## config.mk

```make
export PLATFORM = sky130hd
export DESIGN_NAME = pattern_det
export DESIGN_NICKNAME = d
export VERILOG_FILES = /design/src/rtl/pattern_det_pkg.sv /design/src/rtl/pattern_det_nxt.sv /design/src/rtl/pattern_det.sv
export SDC_FILE = /design/constraint.sdc
export NUM_CORES = 1
export LEC_CHECK = 0
export ABC_AREA = 0
export CAP_MARGIN = 0
export CORE_AREA = 4 4 41 43
export DETAILED_ROUTE_END_ITERATION = 10
export DIE_AREA = 0 0 45 47
export PLACE_DENSITY_LB_ADDON = 0.1
export SYNTH_ARGS = -nofsm -noshare
export SYNTH_HDL_FRONTEND = slang
export SYNTH_SLANG_ARGS = --single-unit
export TNS_END_PERCENT = 10
```

## constraint.sdc

```tcl
create_clock -name clk -period 1.3 [get_ports clk]
set_clock_uncertainty 0.05 [all_clocks]
set_input_delay 0.26 -clock clk [delete_from_list [all_inputs] [get_ports clk]]
set_output_delay 0.26 -clock clk [all_outputs]
set_load 0.1 [all_outputs]
```

## src/rtl/pattern_det_pkg.sv

```systemverilog
// Shared defaults and next-state helper for the serial pattern detector.
//   DEF_PATTERN_LEN / DEF_PATTERN : default pattern (MSB received first)
//   next_state()                  : KMP automaton step, evaluated at elaboration
package pattern_det_pkg;

  localparam int unsigned MAX_LEN         = 16;
  localparam int unsigned DEF_PATTERN_LEN = 5;
  localparam logic [DEF_PATTERN_LEN-1:0] DEF_PATTERN = 5'b10110;

  // Returns the matched-prefix length after accepting bit b in state 'state'.
  // A full match folds back to the longest proper border of the pattern.
  function automatic int unsigned next_state(input int unsigned     state,
                                             input logic            b,
                                             input logic [MAX_LEN-1:0] pat,
                                             input int unsigned     len);
    int unsigned fail [MAX_LEN+1];
    int unsigned k;
    int unsigned s;
    int unsigned res;
    logic        done;

    // fail[i] = longest proper border of the i-bit pattern prefix
    for (int unsigned i = 0; i <= MAX_LEN; i++) fail[5'(i)] = 0;
    k = 0;
    for (int unsigned i = 1; i < MAX_LEN; i++) begin
      if (i < len) begin
        for (int unsigned j = 0; j < MAX_LEN; j++) begin
          if (k > 0 && pat[4'(len-1-i)] != pat[4'(len-1-k)]) k = fail[5'(k)];
        end
        if (pat[4'(len-1-i)] == pat[4'(len-1-k)]) k = k + 1;
        fail[5'(i+1)] = k;
      end
    end

    s    = (state >= len) ? 0 : state;
    res  = 0;
    done = 1'b0;
    for (int unsigned j = 0; j <= MAX_LEN; j++) begin
      if (!done) begin
        if (b == pat[4'(len-1-s)]) begin
          res  = (s + 1 == len) ? fail[5'(len)] : s + 1;
          done = 1'b1;
        end else if (s == 0) begin
          res  = 0;
          done = 1'b1;
        end else begin
          s = fail[5'(s)];
        end
      end
    end
    return res;
  endfunction

endpackage

```

## src/rtl/pattern_det_nxt.sv

```systemverilog
// Combinational next-state and final-bit match logic for pattern_det.
//   state_i      : current matched-prefix length
//   d_i          : incoming data bit
//   next_state_o : state after accepting d_i
//   match_o      : d_i completes the full pattern from state_i
module pattern_det_nxt
  import pattern_det_pkg::*;
#(
  parameter int unsigned PATTERN_LEN = DEF_PATTERN_LEN,
  parameter logic [PATTERN_LEN-1:0] PATTERN = DEF_PATTERN,
  parameter int unsigned STATE_W = $clog2(PATTERN_LEN)
) (
  input  logic [STATE_W-1:0] state_i,
  input  logic               d_i,
  output logic [STATE_W-1:0] next_state_o,
  output logic               match_o
);

  localparam int unsigned NUM_ST = 2 ** STATE_W;
  localparam logic [MAX_LEN-1:0] PAT_EXT = MAX_LEN'(PATTERN);

  logic [STATE_W-1:0] tbl0 [NUM_ST];
  logic [STATE_W-1:0] tbl1 [NUM_ST];

  // Transition tables as constants; unreachable encodings fall back to 0
  for (genvar s = 0; s < NUM_ST; s++) begin : g_tbl
    localparam int unsigned N0 = (s < PATTERN_LEN) ?
                                 next_state(s, 1'b0, PAT_EXT, PATTERN_LEN) : 0;
    localparam int unsigned N1 = (s < PATTERN_LEN) ?
                                 next_state(s, 1'b1, PAT_EXT, PATTERN_LEN) : 0;
    assign tbl0[s] = STATE_W'(N0);
    assign tbl1[s] = STATE_W'(N1);
  end

  assign next_state_o = d_i ? tbl1[state_i] : tbl0[state_i];
  assign match_o      = (state_i == STATE_W'(PATTERN_LEN - 1)) && (d_i == PATTERN[0]);

endmodule

```

## src/rtl/pattern_det.sv

```systemverilog
// Serial bit-pattern detector (Mealy, overlapping matches counted).
//   clk, rst         : clock and synchronous active-high reset
//   d_in, valid_in   : serial data bit and its qualifier
//   pattern_detected : high in the cycle the accepted d_in completes the pattern
module pattern_det
  import pattern_det_pkg::*;
#(
  parameter int unsigned PATTERN_LEN = DEF_PATTERN_LEN,
  parameter logic [PATTERN_LEN-1:0] PATTERN = DEF_PATTERN
) (
  input  logic clk,
  input  logic rst,
  input  logic d_in,
  input  logic valid_in,
  output logic pattern_detected
);

  localparam int unsigned STATE_W = $clog2(PATTERN_LEN);

  logic [STATE_W-1:0] state_q;
  logic [STATE_W-1:0] state_d;
  logic [STATE_W-1:0] nxt_state;
  logic               match;

  pattern_det_nxt #(
    .PATTERN_LEN(PATTERN_LEN),
    .PATTERN    (PATTERN),
    .STATE_W    (STATE_W)
  ) u_nxt (
    .state_i     (state_q),
    .d_i         (d_in),
    .next_state_o(nxt_state),
    .match_o     (match)
  );

  // Idle cycles hold state so d_in is never looked at
  always_comb begin
    state_d = state_q;
    if (valid_in) state_d = nxt_state;
  end

  always_ff @(posedge clk) begin
    if (rst) state_q <= '0;
    else     state_q <= state_d;
  end

  // Zero-latency flag, forced low during reset and idle cycles
  assign pattern_detected = !rst && valid_in && match;

endmodule

```

Word-level counts from Yosys, hierarchy flattened --
Memories as Yosys holds them, arrays and structs flattened. Cells that the tools add are included.
Storage, ports and cells: flip-flop bits (word level) 3, bits in latches 0, memory bits (writable) 0, memory bits (read-only) 48, bits of input ports 4, output and inout port bits 1, memories 2
Memory list:
- (name not given) | words 8, bits a word 3, rd ports 1, clocked after memory_dff 0, wr ports 0, RTL line pattern_det_nxt.sv:35 | assign next_state_o = d_i ? tbl1[state_i] : tbl0[state_i];
- (name not given) | words 8, bits a word 3, rd ports 1, clocked after memory_dff 0, wr ports 0, RTL line pattern_det_nxt.sv:35
Operators by class: add/sub/neg operators 0, multipliers 0, div/mod/pow operators 0, order comparisons 1, equal/unequal tests 1, shifts and indexed selects 0, mux-type cells 5, bitwise logic cells 2, reductions and logical operators 4
Operators by type and width (count):
- $mux W3 | 5
- $ge A4 B4 Y1 const B | 1
- $not A3 Y4 | 1
- $eq A3 B3 Y1 const B | 1
- $logic_and A1 B1 Y1 | 3
- $logic_not A1 Y1 | 1
- $not A1 Y1 | 1

Longest topological paths before layout --
Gate-level depths: netlist of run 1.
depth after elaboration 5, gate-level depth with buffers 3, depth with buffers taken out 3

Modules after synthesis --
From an unflattened synthesis of run 1, not the netlist that was laid out.
Second synthesis, totals: cell total of the unflattened synthesis 18, area total of the unflattened synthesis 176.4 um^2
Modules (own cells, without submodules):
- pattern_det | instances 1, cells each 10, area each 111.4 um^2, seq. area each 60.1 um^2
- pattern_det_nxt | instances 1, cells each 8, area each 65.1 um^2, seq. area each 0.0 um^2

Least setup slack after synthesis of run 1 --
No wires, ideal clock.
kind register to output, start point register state_q[1], end point output pattern_detected, arrival 2.546 ns, required time 0.990 ns, setup slack -1.556 ns, cell stages (with the launch flop) 3, path buffers 0, cell sequence dfxtp_1 -> nand4bb_1 -> nor3_1
Between the ends: cells in the longest elaborated chain, start to end 3
RTL lines:
- from (decl) | RTL line pattern_det.sv:20 | logic [STATE_W-1:0] state_q;
- from (signal assigned) | RTL line pattern_det.sv:44 | else state_q <= state_d;
- $eq A3 B3 Y1 | RTL line pattern_det_nxt.sv:36 | assign match_o = (state_i == STATE_W'(PATTERN_LEN - 1)) && (d_i == PATTERN[0]);
- $logic_and A1 B1 Y1 | RTL line pattern_det_nxt.sv:36
- $logic_and A1 B1 Y1 | RTL line pattern_det.sv:48 | assign pattern_detected = !rst && valid_in && match;
- to (decl) | RTL line pattern_det.sv:15 | output logic pattern_detected
Every way passes these cells.

Final worst setup path of run 1 --
start point input d_in, end point output pattern_detected
Between the ends: cells in the longest elaborated chain, start to end 3
RTL lines:
- from (decl) | RTL line pattern_det.sv:13 | input logic d_in,
- $not A1 Y1 | RTL line pattern_det_nxt.sv:36
- $logic_and A1 B1 Y1 | RTL line pattern_det_nxt.sv:36
- $logic_and A1 B1 Y1 | RTL line pattern_det.sv:48
Every way passes these cells.

==> results of run 1 <==
==> path summary, 6_finish.rpt <==
path / startpoint / end / slack, ns / cells past startpoint
worst max-delay path: d_in / pattern_detected / -0.12 / 4
worst min-delay path: rst / state_q[1] / 0.36 / 3
worst max register to register: state_q[1] / state_q[1] / 0.03 / 6
worst min register to register: state_q[2] / state_q[2] / 0.57 / 3
==> power breakdown <==
group | switching (mW) | internal [mW] | leakage, nW | total [mW]
clock | 0.0461 | 0.115 | 0.0150 | 0.161
combinational | 0.0150 | 0.0213 | 0.0995 | 0.0363
sequential | 0.00515 | 0.0962 | 0.0254 | 0.101
==> synthesized netlist by cell type <==
master / instances
nand2_1: 3
a311oi_1: 1
a31oi_1: 1
a21o_1: 1
a21oi_1: 3
nand3b_1: 1
nand4bb_1: 1
and4bb_2: 1
or2_2: 1
or3b_1: 1
inv_1: 1
dfxtp_1: 3
nor3_1: 1
==> worst reg2reg max path, stage by stage, from the launching register on <==
cell	delay [ns]
dfxtp_2	0.31
nand4bb_4	0.20
buf_4	0.15
buf_4	0.12
buf_4	0.12
a21o_1	0.15
a21oi_2	0.10
==> routing by layer <==
layer / global-route usage, % / up-vias / part of all wire [%]
li1: - / 106 / -
met1: 6.56 / 109 / 43
met2: 8.19 / 5 / 48
met3: 2.68 / 2 / 6.0
met4: 7.02 / 0 / 3.2
met5: 0 / - / 0
==> area by class of cell <==
type	instances	area, um2
fill	149	948
multi-input combinational	15	131
timing repair buffer	12	110
sequential	3	62.6
clock buffer	4	26.3
tap	15	18.8
inverter	1	3.75
==> logic make-up (layout without fill, tap and decap cells) <==
logic type	after synthesis	in the layout	synth area share (%)
AO/OA/AOI/OAI	6	6	22.9
flip-flops	3	3	36.6
AND/OR/NAND/NOR	9	9	38.2
buffers and inverters	1	17	2.29
==> through the flow <==
step / setup TNS (ns) / std cells / worst slack (ns)
5_1_grt: -0.193 / 50 / -0.176
2_1_floorplan: -0.333 / 19 / -0.333
3_3_place_gp: -1.10 / 44 / -0.326
6_report: -0.116 / 50 / -0.116
3_5_place_dp: -1.15 / 44 / -0.377
4_1_cts: -0.210 / 49 / -0.210
==> timing repair <==
action | CTS | global route
setup buffers | 1 | 1
gates resized for setup | 3 | 4
endpoints found under the setup margin | 3 | 2
hold buffers | 0 | 0
hold endpoints to repair | 0 | 0
pin swaps | 2 | 3
==> impl_metrics.toml, run 1 <==
[status]
run_status = "complete, but fails checks"
failing_checks = "setup timing"

[drt]
detail_route.drc_violations = 0
vias = 222
antenna_left = 0
detail_route.vias_per_cell = 4.44
dr.first_iter.drc_count = 2
total_iterations_of_the_first_detailed_routing_run = 4
finalWirelength_um = 465
post_drt_wl_per_cell_um = 9.30

[yosys]
ys_seq_area_share_pct = 36.6
synth_cell_type_count = 13
netlist_area_um2 = 164
synth_top_cell_area_share_pct = 36.6
netlist_instances = 19
syn_area_cell_um2 = 8.63
synth.top_cells.by_area = "dfxtp_1 (37%), a21oi_1 (9.2%), and4bb_2 (7.6%)"
synth_largest_area_cell = "dfxtp_1"
postSynthNetCount = 23
ys_seq_elements = 3
synth.yosys.warnings = 0

[finish]
regMostFlops = "state_q"
final_net_count = 40
antennaDiodeCount = 0
layout.cells.most_common_list = "buf_4 (8), nand2_1 (3), clkbuf_4 (3)"
reg.largest.list = "state_q x3"
stdcell_area_um2 = 353
final_layout_size_suffix_gt1_share_pct = 54.3
layout_commonest_cell = "buf_4"
layout_overhead_on_the_synthesized_area_pct = 115
largest_register_ff_count = 3
postLayoutCoreUtil_pct = 27.1

[grt]
pin_count_of_the_biggest_net_entering_global_routing = 7
grt_pass1_wl_um = 848
grt_usage_pct = 6.07
grt_remaining_overflow = 0
via_count_of_the_first_global_routing_pass = 210
initial_antenna_violation_count = 0

[pwr]
finalPower_mw = 0.299
power_per_cell_area_nw_per_um2 = 846
power.leakage_nw = 0.140
ir_drop_mv = 0.320

[sta]
finalWorstSetupSlack_ns = -0.116
post-route-period-util_pct = 109
final-setup-viol-count = 1
max_slew.worst_pin.slew_ns = 0.260
final_period_minus_worst_setup_slack_ns = 1.42
max_slew_margin_pct = 82.6
final_max_slew_viol_count = 0
clock.fmax_mhz = 706
finalHoldViolations = 0
rsz0062_at_grt = "yes"
hold_slack_ns = 0.356

[floorplanning]
boundaryPins = 5
core_area_um2 = 1300
rows = 13
initial_core_util_pct = 12.6
die_h_um = 47
width_of_the_die_um = 45
floorplan.die_area_um2 = 2120

[place]
buffer_ports.inserted = 4
place.gp.congestion = 0.738
dpl_cell_area_um2 = 289

[clock_tree]
cts-root-to-sink-buffers = 2
clk_pin_slew_worst_paths_ns = 0.04
cts.sinks = 3
tritoncts = "built"
ctsHtreeMaxLevel = 1
clock_latency_ns = 0.23
clock_tree.root_cell = "clkbuf_4"
number_of_cts_inserted_buffers = 3

[worst_setup_path]
critical_path.n_buffers_inverters = 2
critPathRequiredTime_ns = 0.99
worst_path_max_delay_cell = "dlygate4sd2_1"
setup.worst_path.class = "in2out"
critPathCaptureType = "output port"
cpPeakStageDelay_ns = 0.24
critPathMaxFanout = 2
startpoint_type = "input pin"
worst_ep_arrival_time_ns = 1.11
crit_chain = "dlygate4sd2_1 -> nand4bb_4 -> nor3_4 -> buf_12"
path_delay_family = "buffers and inverters"

[flow_run]
max_cap_viol_count = 0

[hold_path]
hp-class = "in2reg"
No activity file was read; power rests on OpenSTA's default activity.
==> run 2: changes to the inputs <==
--- a/config.mk
+++ b/config.mk
@@ -11,6 +11,7 @@
 export DETAILED_ROUTE_END_ITERATION = 10
 export DIE_AREA = 0 0 45 47
 export PLACE_DENSITY_LB_ADDON = 0.1
+export SKIP_CTS_REPAIR_TIMING = 1
 export SYNTH_ARGS = -nofsm -noshare
 export SYNTH_HDL_FRONTEND = slang
 export SYNTH_SLANG_ARGS = --single-unit
==> run 2 against run 1 <==
The flow still finishes with violations (setup timing). Flip-flop and latch count is the same. Via count fell by 5.0%. Fmax is 5.7% lower. Sequential power about the same. Largest cell class unchanged. Largest power group unchanged. Highest routed layer unchanged.
==> impl_metrics.toml, run 2 (synthesized netlist as in run 1, its figures left out) <==
[floorplanning]
width_of_the_die_um = 45
floorplan.die_area_um2 = 2120
core_area_um2 = 1300
initial_core_util_pct = 12.6
boundaryPins = 5
rows = 13
die_h_um = 47

[sta]
final_period_minus_worst_setup_slack_ns = 1.50
final-setup-viol-count = 1
clock.fmax_mhz = 666
finalHoldViolations = 0
final_max_slew_viol_count = 0
post-route-period-util_pct = 116
finalWorstSetupSlack_ns = -0.202
max_slew_margin_pct = 82.3
rsz0062_at_grt = "yes"
final.setup.tns_ns = -0.202
max_slew.worst_pin.slew_ns = 0.266

[grt]
pin_count_of_the_biggest_net_entering_global_routing = 7
grt_pass1_wl_um = 779
grt_remaining_overflow = 0
initial_antenna_violation_count = 0
via_count_of_the_first_global_routing_pass = 197
grt_usage_pct = 5.68

[finish]
antennaDiodeCount = 0
regMostFlops = "state_q"
layout_commonest_cell = "buf_4"
nFillCells = 151
reg.largest.list = "state_q x3"
layout_overhead_on_the_synthesized_area_pct = 106
postLayoutCoreUtil_pct = 26.0
final_net_count = 38
layout.cells.most_common_list = "buf_4 (6), a21oi_1 (3), nand2_1 (3), clkbuf_4 (3)"
layout.cells.non_filler = 48
largest_register_ff_count = 3
final_layout_size_suffix_gt1_share_pct = 45.5

[drt]
total_iterations_of_the_first_detailed_routing_run = 4
antenna_left = 0
vias = 211
detail_route.drc_violations = 0
post_drt_wl_per_cell_um = 9.65
detail_route.vias_per_cell = 4.40
dr.first_iter.drc_count = 2
finalWirelength_um = 463

[place]
place_ws_ns = -0.377
place.gp.congestion = 0.738
buffer_ports.inserted = 4
post-place-cells = 44

[worst_setup_path]
critPathRequiredTime_ns = 0.99
crit_chain = "nand4bb_4 -> nor3_4 -> buf_12"
startpoint_type = "register"
ff2ff_setup_slack_ns = 0.05
critPathMaxFanout = 2
setup.worst_path.class = "reg2out"
critPathCaptureType = "output port"
startpoint = "state_q[1]"
worstSetupEndpoint = "pattern_detected"
cpPeakStageDelay_ns = 0.31
worst_ep_arrival_time_ns = 1.19
reg2reg_to = "state_q[0]"
worst_path_max_delay_cell = "dfxtp_2"
rr_worst_depth = 3
r2r-start = "state_q[2]"

[status]
failing_checks = "setup timing"
run_status = "complete, but fails checks"

[clock_tree]
cts-root-to-sink-buffers = 2
clock_latency_ns = 0.23
clk_pin_slew_worst_paths_ns = 0.04
clock_tree.root_cell = "clkbuf_4"
number_of_cts_inserted_buffers = 3
tritoncts = "built"
ctsHtreeMaxLevel = 1
cts.sinks = 3

[pwr]
power_report.internal_total_mw = 0.234
power.leakage_nw = 0.139
power_frac_seq_pct = 33.8
switching_share_pct = 22.0
total_switching_power_mw = 0.0660
share_clk_of_total_power_pct = 53.7
power_per_cell_area_nw_per_um2 = 888
finalPower_mw = 0.300
ir_drop_mv = 0.317
combinationalPowerShare_pct = 12.4

[flow_run]
max_cap_viol_count = 0

[hold_path]
hp-class = "in2reg"
## run 2: cell types whose count changed in the layout (fill, tap and decap cells not counted)
cell / previous run / this run
buf_4: 8 / 6
dlygate4sd2_1: 2 / 0
a21oi_1: 2 / 3
a21oi_2: 1 / 0
clkdlybuf4s50_1: 0 / 1
dfxtp_1: 1 / 2
dfxtp_2: 2 / 1
dlymetal6s2s_1: 1 / 2
## run 2: cell type report
cell class	count	area (um2)	area share, %
sequential	3	61.3	18.1
clock buffer	4	26.3	7.78
tap	15	18.8	5.56
inverter	1	3.75	1.11
multi-input combinational	15	128	37.8
timing repair buffer	10	100	29.6
## run 2: per-layer routing
layer	vias to the layer above	part of all wire, %	global-route usage [%]
li1	100	-	-
met1	101	40	5.88
met2	8	48	7.63
met3	2	8.4	2.68
met4	0	3.2	7.02
met5	-	0	0
## run 2: through the flow
| stage | cell area [um2] | hold slack, ns |
|---|---|---|
| final | 338 | 0.430 |
| after global routing | 338 | 0.435 |
| after detailed placement | 289 | 0.553 |
| after global placement | 289 | 0.559 |
| after floorplan | 175 | 0.279 |
| after CTS | 315 | 0.559 |
## run 2: how the worst min path moves through the flow
stage                           from         end  cells past startpoint
final                       valid_in  state_q[0]                      3
after CTS                 state_q[2]  state_q[2]                      3
after global placement    state_q[2]  state_q[2]                      3
after floorplan                  rst  state_q[1]                      1
after global routing        valid_in  state_q[0]                      3
after detailed placement  state_q[2]  state_q[2]                      3
## run 2: power by group through the flow
stage	Combinational (mW)	Clock (mW)	Sequential (mW)
after CTS	0.0355	0.171	0.101
after detailed placement	0.0351	0	0.103
after floorplan	0.0101	0	0.102
after global routing	0.0404	0.181	0.102
final	0.0372	0.161	0.101
after global placement	0.0356	0	0.103
## run 2: worst max-delay path: cells and delay by family (launching register included)
| family | cells | cell delay, ns |
|---|---|---|
| simple gates | 2 | 0.45 |
| buf+inv | 1 | 0.20 |
| flops | 1 | 0.31 |
